## src/rtl/icache_downstream_rsp_if.sv

```systemverilog
// Downstream linefill channel between the icache (master) and its memory responder (slave).
// Carries the txreq request handshake and the full-line rxdat response handshake.
interface icache_downstream_rsp_if #(
  parameter int unsigned REQ_ADDR_WIDTH         = 32,
  parameter int unsigned MSHR_ENTRY_INDEX_WIDTH = 4,
  parameter int unsigned ICACHE_REQ_TXNID_WIDTH = 8,
  parameter int unsigned ICACHE_DATA_WIDTH      = 512,
  parameter int unsigned OPCODE_WIDTH           = 4
);
  typedef struct packed {
    logic [ICACHE_DATA_WIDTH-1:0]      data;
    logic [MSHR_ENTRY_INDEX_WIDTH-1:0] entry_idx;
    logic [ICACHE_REQ_TXNID_WIDTH-1:0] txnid;
    logic [OPCODE_WIDTH-1:0]           opcode;
  } downstream_rxdat_t;

  logic                              downstream_txreq_vld;
  logic                              downstream_txreq_rdy;
  logic [REQ_ADDR_WIDTH-1:0]         downstream_txreq_addr;
  logic [MSHR_ENTRY_INDEX_WIDTH-1:0] downstream_txreq_entry_idx;
  logic [ICACHE_REQ_TXNID_WIDTH-1:0] downstream_txreq_txnid;
  logic                              downstream_rxdat_vld;
  logic                              downstream_rxdat_rdy;
  downstream_rxdat_t                 downstream_rxdat_pld;

  modport master (
    output downstream_txreq_vld, downstream_txreq_addr, downstream_txreq_entry_idx,
           downstream_txreq_txnid, downstream_rxdat_rdy,
    input  downstream_txreq_rdy, downstream_rxdat_vld, downstream_rxdat_pld
  );

  modport slave (
    input  downstream_txreq_vld, downstream_txreq_addr, downstream_txreq_entry_idx,
           downstream_txreq_txnid, downstream_rxdat_rdy,
    output downstream_txreq_rdy, downstream_rxdat_vld, downstream_rxdat_pld
  );
endinterface

```

## src/rtl/icache_downstream_rsp.sv

```systemverilog
// Linefill memory model: queues requests in order and returns a whole line LATENCY cycles later.
// Optional ICACHE_DS_RSP_PERF_EN adds request/response counters and a peak-occupancy tracker.
module icache_downstream_rsp #(
  parameter int unsigned DEPTH                  = 4,
  parameter int unsigned LATENCY                = 8,
  parameter int unsigned REQ_ADDR_WIDTH         = 32,
  parameter int unsigned MSHR_ENTRY_INDEX_WIDTH = 4,
  parameter int unsigned ICACHE_REQ_TXNID_WIDTH = 8,
  parameter int unsigned ICACHE_DATA_WIDTH      = 512,
  parameter int unsigned OPCODE_WIDTH           = 4,
  parameter logic [OPCODE_WIDTH-1:0] UPSTREAM_OPCODE = 4'h1
) (
  input logic                   clk,
  input logic                   rst_n,
  icache_downstream_rsp_if.slave ds
`ifdef ICACHE_DS_RSP_PERF_EN
  ,
  output logic [31:0]              perf_req_cnt,
  output logic [31:0]              perf_rsp_cnt,
  output logic [$clog2(DEPTH):0]   perf_max_occ
`endif
);
  localparam int unsigned PW    = $clog2(DEPTH);
  localparam int unsigned OFFS  = $clog2(ICACHE_DATA_WIDTH / 8);
  localparam int unsigned WORDS = ICACHE_DATA_WIDTH / 32;
  localparam int unsigned EXT_W = (REQ_ADDR_WIDTH > 32) ? REQ_ADDR_WIDTH : 32;
  // Loaded with LATENCY-1: the push edge itself accounts for the first cycle.
  localparam logic [7:0]  CNT_INIT = 8'(LATENCY - 1);
  localparam logic [PW:0] FULL_CNT = (PW + 1)'(DEPTH);

  logic [REQ_ADDR_WIDTH-1:0]         addr_q  [DEPTH];
  logic [MSHR_ENTRY_INDEX_WIDTH-1:0] idx_q   [DEPTH];
  logic [ICACHE_REQ_TXNID_WIDTH-1:0] txnid_q [DEPTH];
  logic [7:0]                        cnt_q   [DEPTH];
  logic [PW-1:0]                     wr_ptr_q, rd_ptr_q;
  logic [PW:0]                       count_q, count_d;
  logic                              full, push, pop, rsp_vld;
  logic [EXT_W-1:0]                  base_ext;
  logic [31:0]                       base32;
  logic [ICACHE_DATA_WIDTH-1:0]      line_data;

  assign full    = (count_q == FULL_CNT);
  assign push    = ds.downstream_txreq_vld && !full;
  assign rsp_vld = (count_q != '0) && (cnt_q[rd_ptr_q] == 8'd0);
  assign pop     = rsp_vld && ds.downstream_rxdat_rdy;

  assign ds.downstream_txreq_rdy = !full;
  assign ds.downstream_rxdat_vld = rsp_vld;

  always_comb begin
    count_d = count_q;
    if (push && !pop) begin
      count_d = count_q + 1'b1;
    end else if (pop && !push) begin
      count_d = count_q - 1'b1;
    end
  end

  // Countdowns run for every slot; empty slots already sit at zero, so an empty queue is idle.
  always_ff @(posedge clk or negedge rst_n) begin
    if (!rst_n) begin
      wr_ptr_q <= '0;
      rd_ptr_q <= '0;
      count_q  <= '0;
      for (int unsigned i = 0; i < DEPTH; i++) begin
        addr_q[i]  <= '0;
        idx_q[i]   <= '0;
        txnid_q[i] <= '0;
        cnt_q[i]   <= '0;
      end
    end else begin
      count_q <= count_d;
      if (push) wr_ptr_q <= wr_ptr_q + 1'b1;
      if (pop)  rd_ptr_q <= rd_ptr_q + 1'b1;
      for (int unsigned i = 0; i < DEPTH; i++) begin
        if (push && (wr_ptr_q == PW'(i))) begin
          addr_q[i]  <= ds.downstream_txreq_addr;
          idx_q[i]   <= ds.downstream_txreq_entry_idx;
          txnid_q[i] <= ds.downstream_txreq_txnid;
          cnt_q[i]   <= CNT_INIT;
        end else if (cnt_q[i] != 8'd0) begin
          cnt_q[i] <= cnt_q[i] - 1'b1;
        end
      end
    end
  end

  always_comb begin
    base_ext                       = '0;
    base_ext[REQ_ADDR_WIDTH-1:0]   = addr_q[rd_ptr_q];
    base_ext[OFFS-1:0]             = '0;
    base32                         = base_ext[31:0];
    line_data                      = '0;
    for (int unsigned i = 0; i < WORDS; i++) begin
      line_data[i*32 +: 32] = base32 + 32'(i * 4);
    end
  end

  assign ds.downstream_rxdat_pld = rsp_vld
    ? {line_data, idx_q[rd_ptr_q], txnid_q[rd_ptr_q], UPSTREAM_OPCODE}
    : '0;

`ifdef ICACHE_DS_RSP_PERF_EN
  logic [31:0] perf_req_cnt_q, perf_rsp_cnt_q;
  logic [PW:0] perf_max_occ_q, occ_now;

  // Occupancy includes the entry being pushed this cycle.
  assign occ_now = count_q + (PW + 1)'(push);

  always_ff @(posedge clk or negedge rst_n) begin
    if (!rst_n) begin
      perf_req_cnt_q <= '0;
      perf_rsp_cnt_q <= '0;
      perf_max_occ_q <= '0;
    end else begin
      if (push) perf_req_cnt_q <= perf_req_cnt_q + 32'd1;
      if (pop)  perf_rsp_cnt_q <= perf_rsp_cnt_q + 32'd1;
      if (occ_now > perf_max_occ_q) perf_max_occ_q <= occ_now;
    end
  end

  assign perf_req_cnt = perf_req_cnt_q;
  assign perf_rsp_cnt = perf_rsp_cnt_q;
  assign perf_max_occ = perf_max_occ_q;
`endif
endmodule

```

## src/flat_wrapper.sv

```systemverilog
// flat-port wrapper written by rule: the top's interface ports become plain ports
module icache_downstream_rsp_flat 
#(
  parameter int unsigned DEPTH                  = 4,
  parameter int unsigned LATENCY                = 8,
  parameter int unsigned REQ_ADDR_WIDTH         = 32,
  parameter int unsigned MSHR_ENTRY_INDEX_WIDTH = 4,
  parameter int unsigned ICACHE_REQ_TXNID_WIDTH = 8,
  parameter int unsigned ICACHE_DATA_WIDTH      = 512,
  parameter int unsigned OPCODE_WIDTH           = 4,
  parameter logic [OPCODE_WIDTH-1:0] UPSTREAM_OPCODE = 4'h1
)
  (clk, rst_n, ds_downstream_txreq_vld, ds_downstream_txreq_addr, ds_downstream_txreq_entry_idx, ds_downstream_txreq_txnid, ds_downstream_rxdat_rdy, ds_downstream_txreq_rdy, ds_downstream_rxdat_vld, ds_downstream_rxdat_pld);
  icache_downstream_rsp_if #(.REQ_ADDR_WIDTH(REQ_ADDR_WIDTH), .MSHR_ENTRY_INDEX_WIDTH(MSHR_ENTRY_INDEX_WIDTH), .ICACHE_REQ_TXNID_WIDTH(ICACHE_REQ_TXNID_WIDTH), .ICACHE_DATA_WIDTH(ICACHE_DATA_WIDTH), .OPCODE_WIDTH(OPCODE_WIDTH)) ds_i ();
  input logic clk;
  input logic rst_n;
  input wire logic [$bits(ds_i.downstream_txreq_vld)-1:0] ds_downstream_txreq_vld;
  input wire logic [$bits(ds_i.downstream_txreq_addr)-1:0] ds_downstream_txreq_addr;
  input wire logic [$bits(ds_i.downstream_txreq_entry_idx)-1:0] ds_downstream_txreq_entry_idx;
  input wire logic [$bits(ds_i.downstream_txreq_txnid)-1:0] ds_downstream_txreq_txnid;
  input wire logic [$bits(ds_i.downstream_rxdat_rdy)-1:0] ds_downstream_rxdat_rdy;
  output wire logic [$bits(ds_i.downstream_txreq_rdy)-1:0] ds_downstream_txreq_rdy;
  output wire logic [$bits(ds_i.downstream_rxdat_vld)-1:0] ds_downstream_rxdat_vld;
  output wire logic [$bits(ds_i.downstream_rxdat_pld)-1:0] ds_downstream_rxdat_pld;
  assign ds_i.downstream_txreq_vld = ds_downstream_txreq_vld;
  assign ds_i.downstream_txreq_addr = ds_downstream_txreq_addr;
  assign ds_i.downstream_txreq_entry_idx = ds_downstream_txreq_entry_idx;
  assign ds_i.downstream_txreq_txnid = ds_downstream_txreq_txnid;
  assign ds_i.downstream_rxdat_rdy = ds_downstream_rxdat_rdy;
  assign ds_downstream_txreq_rdy = ds_i.downstream_txreq_rdy;
  assign ds_downstream_rxdat_vld = ds_i.downstream_rxdat_vld;
  assign ds_downstream_rxdat_pld = ds_i.downstream_rxdat_pld;
  icache_downstream_rsp #(.DEPTH(DEPTH), .LATENCY(LATENCY), .REQ_ADDR_WIDTH(REQ_ADDR_WIDTH), .MSHR_ENTRY_INDEX_WIDTH(MSHR_ENTRY_INDEX_WIDTH), .ICACHE_REQ_TXNID_WIDTH(ICACHE_REQ_TXNID_WIDTH), .ICACHE_DATA_WIDTH(ICACHE_DATA_WIDTH), .OPCODE_WIDTH(OPCODE_WIDTH), .UPSTREAM_OPCODE(UPSTREAM_OPCODE)) u_core (.clk(clk), .rst_n(rst_n), .ds(ds_i));
endmodule
```

## config.mk

```make
export PLATFORM = sky130hd
export DESIGN_NAME = icache_downstream_rsp_flat
export DESIGN_NICKNAME = d
export VERILOG_FILES = /design/src/rtl/icache_downstream_rsp_if.sv /design/src/rtl/icache_downstream_rsp.sv /design/src/flat_wrapper.sv
export SDC_FILE = /design/constraint.sdc
export NUM_CORES = 1
export LEC_CHECK = 0
export CORE_AREA = 3 3 226 228
export DETAILED_ROUTE_END_ITERATION = 16
export DIE_AREA = 0 0 229 231
export PLACE_DENSITY = 0.53
export SLEW_MARGIN = 25
export SYNTH_ARGS = -nofsm -noshare
export SYNTH_HDL_FRONTEND = slang
export SYNTH_SLANG_ARGS = --single-unit
```

## constraint.sdc

```tcl
create_clock -name clk -period 4.7 [get_ports clk]
set_input_delay 0.705 -clock clk [delete_from_list [all_inputs] [get_ports clk]]
set_output_delay 0.705 -clock clk [all_outputs]
set_load 0.05 [all_outputs]
```

; Word level (Yosys, flattened, before mapping)
; Index checks and enable logic that the tools add are counted.
[word_totals]
regBits = 215
input_bits = 48
output_inout_bits = 530
word_cells = 95
[classes]
add_sub_neg = 23
n_lt_le_gt_ge = 1
eq_ne = 4
n_mux = 23
n_bitwise = 1
reduce_logical = 24
[ops]
columns = operator, n
row1 = two-way mux 528 bit, 1
row2 = "adder 32 x 6 -> 32 bit, second input constant", 8
row3 = "adder 32 x 5 -> 32 bit, second input constant", 4
row4 = two-way mux 8 bit, 12
row5 = "adder 32 x 4 -> 32 bit, second input constant", 2
row6 = binary-select mux 32 bit (select 2 bit), 1
row7 = two-way mux 32 bit, 2
row8 = "adder 32 x 3 -> 32 bit, second input constant", 1
row9 = binary-select mux 8 bit (select 2 bit), 2
row10 = nonzero test 8 bit, 4
row11 = "subtractor 8 x 1 -> 8 bit, second input constant", 4
row12 = nonzero test 2 bit, 5
row13 = logical AND 1 bit, 9
row14 = binary-select mux 4 bit (select 2 bit), 1
row15 = logical NOT 8 bit, 1
row16 = two-way mux 4 bit, 2
row17 = two-way mux 3 bit, 2
row18 = "adder 2 x 1 -> 2 bit, second input constant", 2
row19 = "equality test 2 bit, second input constant", 2
row20 = "adder 3 x 1 -> 3 bit, second input constant", 1
row21 = "equality test 3 bit, second input constant", 1
row22 = ">= comparator 3 bit, second input constant", 1
row23 = logical NOT 1 bit, 3
row24 = NOT 2 -> 3 bit, 1
row25 = 4 further kinds, 4

; Longest topological paths before layout
[depth]
ltp_word = 10
mapped_depth = 12
depth_no_buf = 10

; Least setup slack after synthesis
; Ideal clock, no wire load.
[synth_path]
path_kind = reg2out
startpoint = reg u_core.cnt_q[4] (netlist name)
endpoint = out ds_downstream_rxdat_pld[0]
t_arrival_ps = 3939
required_time_ps = 3995
path_slack_ps = 56
path_stages_with_launch = 8
n_path_buf = 3
cell_sequence = dfrtp_1 or4_1 buf_2 nor4b_4 nor3_2 buf_6 a21boi_1 buf_4
[synth_between]
elab_chain_len = 6
[synth_rtl]
columns = element, line
row1 = start: declaration, icache_downstream_rsp.sv:34  ; logic [7:0] cnt_q [DEPTH];
row2 = start signal: indexed assignment, icache_downstream_rsp.sv:82  ; cnt_q[i] <= cnt_q[i] - 1'b1;
row3 = binary-select mux 8 bit (select 2 bit), icache_downstream_rsp.sv:44  ; assign rsp_vld = (count_q != '0) && (cnt_q[rd_ptr_q] == 8'd0);
row4 = two-way mux 8 bit (implied by the code) (2 in series), icache_downstream_rsp.sv:44
row5 = logical NOT 8 bit, icache_downstream_rsp.sv:44
row6 = logical AND 1 bit, icache_downstream_rsp.sv:44
row7 = via ds_downstream_rxdat_vld, flat_wrapper.sv:23  ; output wire logic [$bits(ds_i.downstream_rxdat_vld)-1:0] ds_downstream_rxdat_vld;
row8 = two-way mux 528 bit, icache_downstream_rsp.sv:100  ; ? {line_data, idx_q[rd_ptr_q], txnid_q[rd_ptr_q], UPSTREAM_OPCODE}
row9 = end: declaration, flat_wrapper.sv:24  ; output wire logic [$bits(ds_i.downstream_rxdat_pld)-1:0] ds_downstream_rxdat_pld;
; The timed path passes the listed nets, and every way through them passes these cells. The select of a mux whose other input is x is not followed.

; Worst setup path after layout
[layout_path]
startpoint = reg u_core.cnt_q[17] (netlist name)
endpoint = out ds_downstream_rxdat_pld[14]
[layout_between]
elab_chain_len = 6
[layout_rtl]
columns = element, line
row1 = binary-select mux 8 bit (select 2 bit), icache_downstream_rsp.sv:44
row2 = two-way mux 8 bit (implied by the code) (2 in series), icache_downstream_rsp.sv:44
row3 = logical NOT 8 bit, icache_downstream_rsp.sv:44
row4 = logical AND 1 bit, icache_downstream_rsp.sv:44
row5 = two-way mux 528 bit, icache_downstream_rsp.sv:100
; No other way between the ends. The select of a mux whose other input is x is not followed.

==> impl_metrics.csv <==
group,metric,value,unit
synth,avgSynthCellArea,10.9,um^2
clocking,cts.sinks,191,
synth,synth.area.mux_share,0.205,
timing,setup-violations-final,0,
run,cap_violations,0,
detailed_routing,vias,7790,
placed_design,place_hpwl,23500,um
clocking,clock-root-buffer,"clkbuf_16",
timing,fin_crit,4420,ps
timing,setup_tns,0,ps
clocking,holdBufCountCts,0,
detailed_routing,routed_wl,32900,um
timing,slew_violations,0,
finish,layout-drive-gt1-share,0.435,
floorplan,core_area,49100,um^2
finish,layout_commonest_cell,"clkdlybuf4s50_1",
finish,final_cell_mix,"235 x clkdlybuf4s50_1, 189 x dfrtp_1, 178 x buf_4",
detailed_routing,drc_errors,0,
setup_path,startpoint,"u_core.cnt_q[17]$_DFFE_PN0P_",
global_routing,overflow,0,
min_path,min_path_type,"in2async",
setup_path,crit_path_start_kind,"register",
synth,synthSimpleGateAreaFrac,0.0544,
power_and_ir_drop,power.density,680,nW/um^2
global_routing,antenna_found_initial,9,
global_routing,grt_pass1_wl,48300,um
clocking,max-clock-path-buffers,2,
timing,slew_headroom,0.527,
floorplan,start_util,0.260,
setup_path,worstSetupPathType,"reg2out",
synth,synthAdderAreaFrac,0.0104,
clocking,cts_made_buffers,17,
setup_path,cp-end-kind,"output pin",
placed_design,gp_congestion,0.700,
global_routing,first_global_vias,7614,
power_and_ir_drop,p_leak,7.10,nW
detailed_routing,wl_per_cell,16.9,um
setup_path,required,3990,ps
synth,synth_area_leader_cell,"dfrtp_1",
synth,yosysWarnings,0,
timing,fmax,226,MHz
clocking,cts_resized,0,
detailed_routing,vias_per_cell,4.01,
setup_path,crit_path_max_fanout,23,
synth,ys_ff_latch,191,
global_routing,grt_usage,0.117,
finish,fin_nets,1326,
clocking,cts_tree,"done",
timing,period_share,0.940,
floorplan,die_width,229,um
setup_path,slowest_stage,"clkdlybuf4s50_1",
setup_path,path_buf_inv,2,
floorplan,row_count,81,
synth,synth_top_cell_area_share,0.375,
clocking,htreeDepth,4,
global_routing,grt_start_max_net_pins,130,
power_and_ir_drop,peakVddDrop,0.000334,V
timing,hold_slack,131,ps
clocking,clk_pin_slew_worst_paths,80,ps
synth,ys_types,47,
detailed_routing,first_pass_iters,5,
timing,worst_pin_slew,703,ps
clocking,insertion_delay,440,ps
timing,hold_viol,0,
setup_path,crit_family,"simple AND/OR/NAND/NOR gates",
detailed_routing,drt_first_iter_violations,260,
setup_path,timing.rr.start,"u_core.cnt_q[4]$_DFFE_PN0P_",
synth,seq_area_frac_synth,0.375,
setup_path,worstPathArrival,3710,ps
timing,rsz0062_at_grt,"no",
placed_design,port-buffer-count,504,
synth,syn_area,12800,um^2
setup_path,crit_chain,"or4_4 > nor4_2 > nand2_2 > buf_4 > a21oi_1 > clkdlybuf4s50_1",
clocking,cts_setup_buffers,0,
detailed_routing,drtAntennaViolNets,0,
synth,synth_xor_area_frac,0.0124,
floorplan,die_y,231,um
setup_path,slowest_delay,850,ps
timing,fin_skew,9.91,ps
finish,area.growth.synth_to_final,32.8,%
synth,synth-compound-area-share,0.0322,
synth,synth_top_family_by_area,"buffers and inverters",
floorplan,die-area,52900,um^2
floorplan,ios,578,
synth,syn_inst,1171,
status,outcome,"completed",
synth,synthTopCellsByArea,"dfrtp_1 37%, buf_4 29%, mux2_2 14%, mux4_2 6.7%, nand2_1 1.8%",
worst paths after layout:
kind	depth (start not counted)	endpoint	slack, ps
worst max-delay path	6	ds_downstream_rxdat_pld[14]	280
worst min-delay path	1	u_core.addr_q[7]$_DFFE_PN0P_	130
worst max register to register	10	u_core.count_q[1]$_DFFE_PN0P_	1430
worst min register to register	1	u_core.txnid_q[13]$_DFFE_PN0P_	500
max in group asynchronous	3	u_core.addr_q[94]$_DFFE_PN0P_	3440
min in group clk	1	u_core.txnid_q[13]$_DFFE_PN0P_	500
stage by stage:
step / setup WS, ps / std cells / instance area, um^2 / total power (W) / utilization
final: 283 / 1945 / 16900 / 0.0115 / 0.345
after detailed placement: 696 / 1912 / 16300 / 0.0102 / 0.333
after global placement: 690 / 1912 / 16300 / 0.0101 / 0.333
after global routing: 65.6 / 1944 / 16900 / 0.0122 / 0.345
after CTS: 186 / 1943 / 16900 / 0.0117 / 0.345
after floorplan: 56.3 / 1237 / 13000 / 0.00861 / -
cell families (layout without fill, tap and decap cells):
group           count (synthesis)  in the layout
flops                         191            191
other cells                     1             68
buf+inv                       548            591
xor+xnor                       18             18
mux                           195            195
compound gates                 71             71
fa+ha+maj                      10             10
simple gates                  137            137
metal layers:
layer / vias up / global-route usage / share of wire
met5: - / 0 / 0.0031
met4: 14 / 0.0257 / 0.011
met3: 37 / 0.0348 / 0.065
met2: 258 / 0.204 / 0.52
met1: 3909 / 0.143 / 0.41
li1: 3572 / - / -
area by class of cell:
cell class,instances,area (um^2)
clock inverters,12,123
inverters,12,45.0
multi-input cells,498,4320
diodes,1,2.50
well taps,664,831
flip-flops and latches,191,4780
clock buffers,19,443
repair buffers,548,6390
fillers,4818,32100
registers in the layout (all words and copies together), names as in the netlist:
signal,flops
u_core.rd_ptr_q,2
u_core.cnt_q,32
u_core.addr_q,104
u_core.wr_ptr_q,2
u_core.txnid_q,32
u_core.count_q,3
u_core.idx_q,16
cell usage after synthesis, drive strengths merged:
master,n
a2111oi,2
a211oi,2
a21boi,2
a21o,1
a21oi,46
a32o,1
and2,6
and4b,1
and4bb,1
buf,520
clkbuf,16
conb,1
dfrtp,191
fa,1
ha,9
inv,12
mux2,154
mux2i,3
mux4,38
nand2,62
nand2b,7
nand4,1
nand4b,1
nor2,22
nor2b,3
nor3,10
nor3b,4
nor4,6
nor4b,1
o211ai,7
o21ai,6
o2bb2ai,1
o311ai,1
o31ai,2
or3,6
or3b,2
or4,4
xnor2,12
xor2,6
where the power goes:
part | switching [W] | internal [W] | total [W]
registers | 0.000534 | 0.00248 | 0.00302
logic | 0.00412 | 0.00297 | 0.00709
clock network | 0.000693 | 0.000716 | 0.00141
Note: power is estimated with default switching activity, not from simulation.
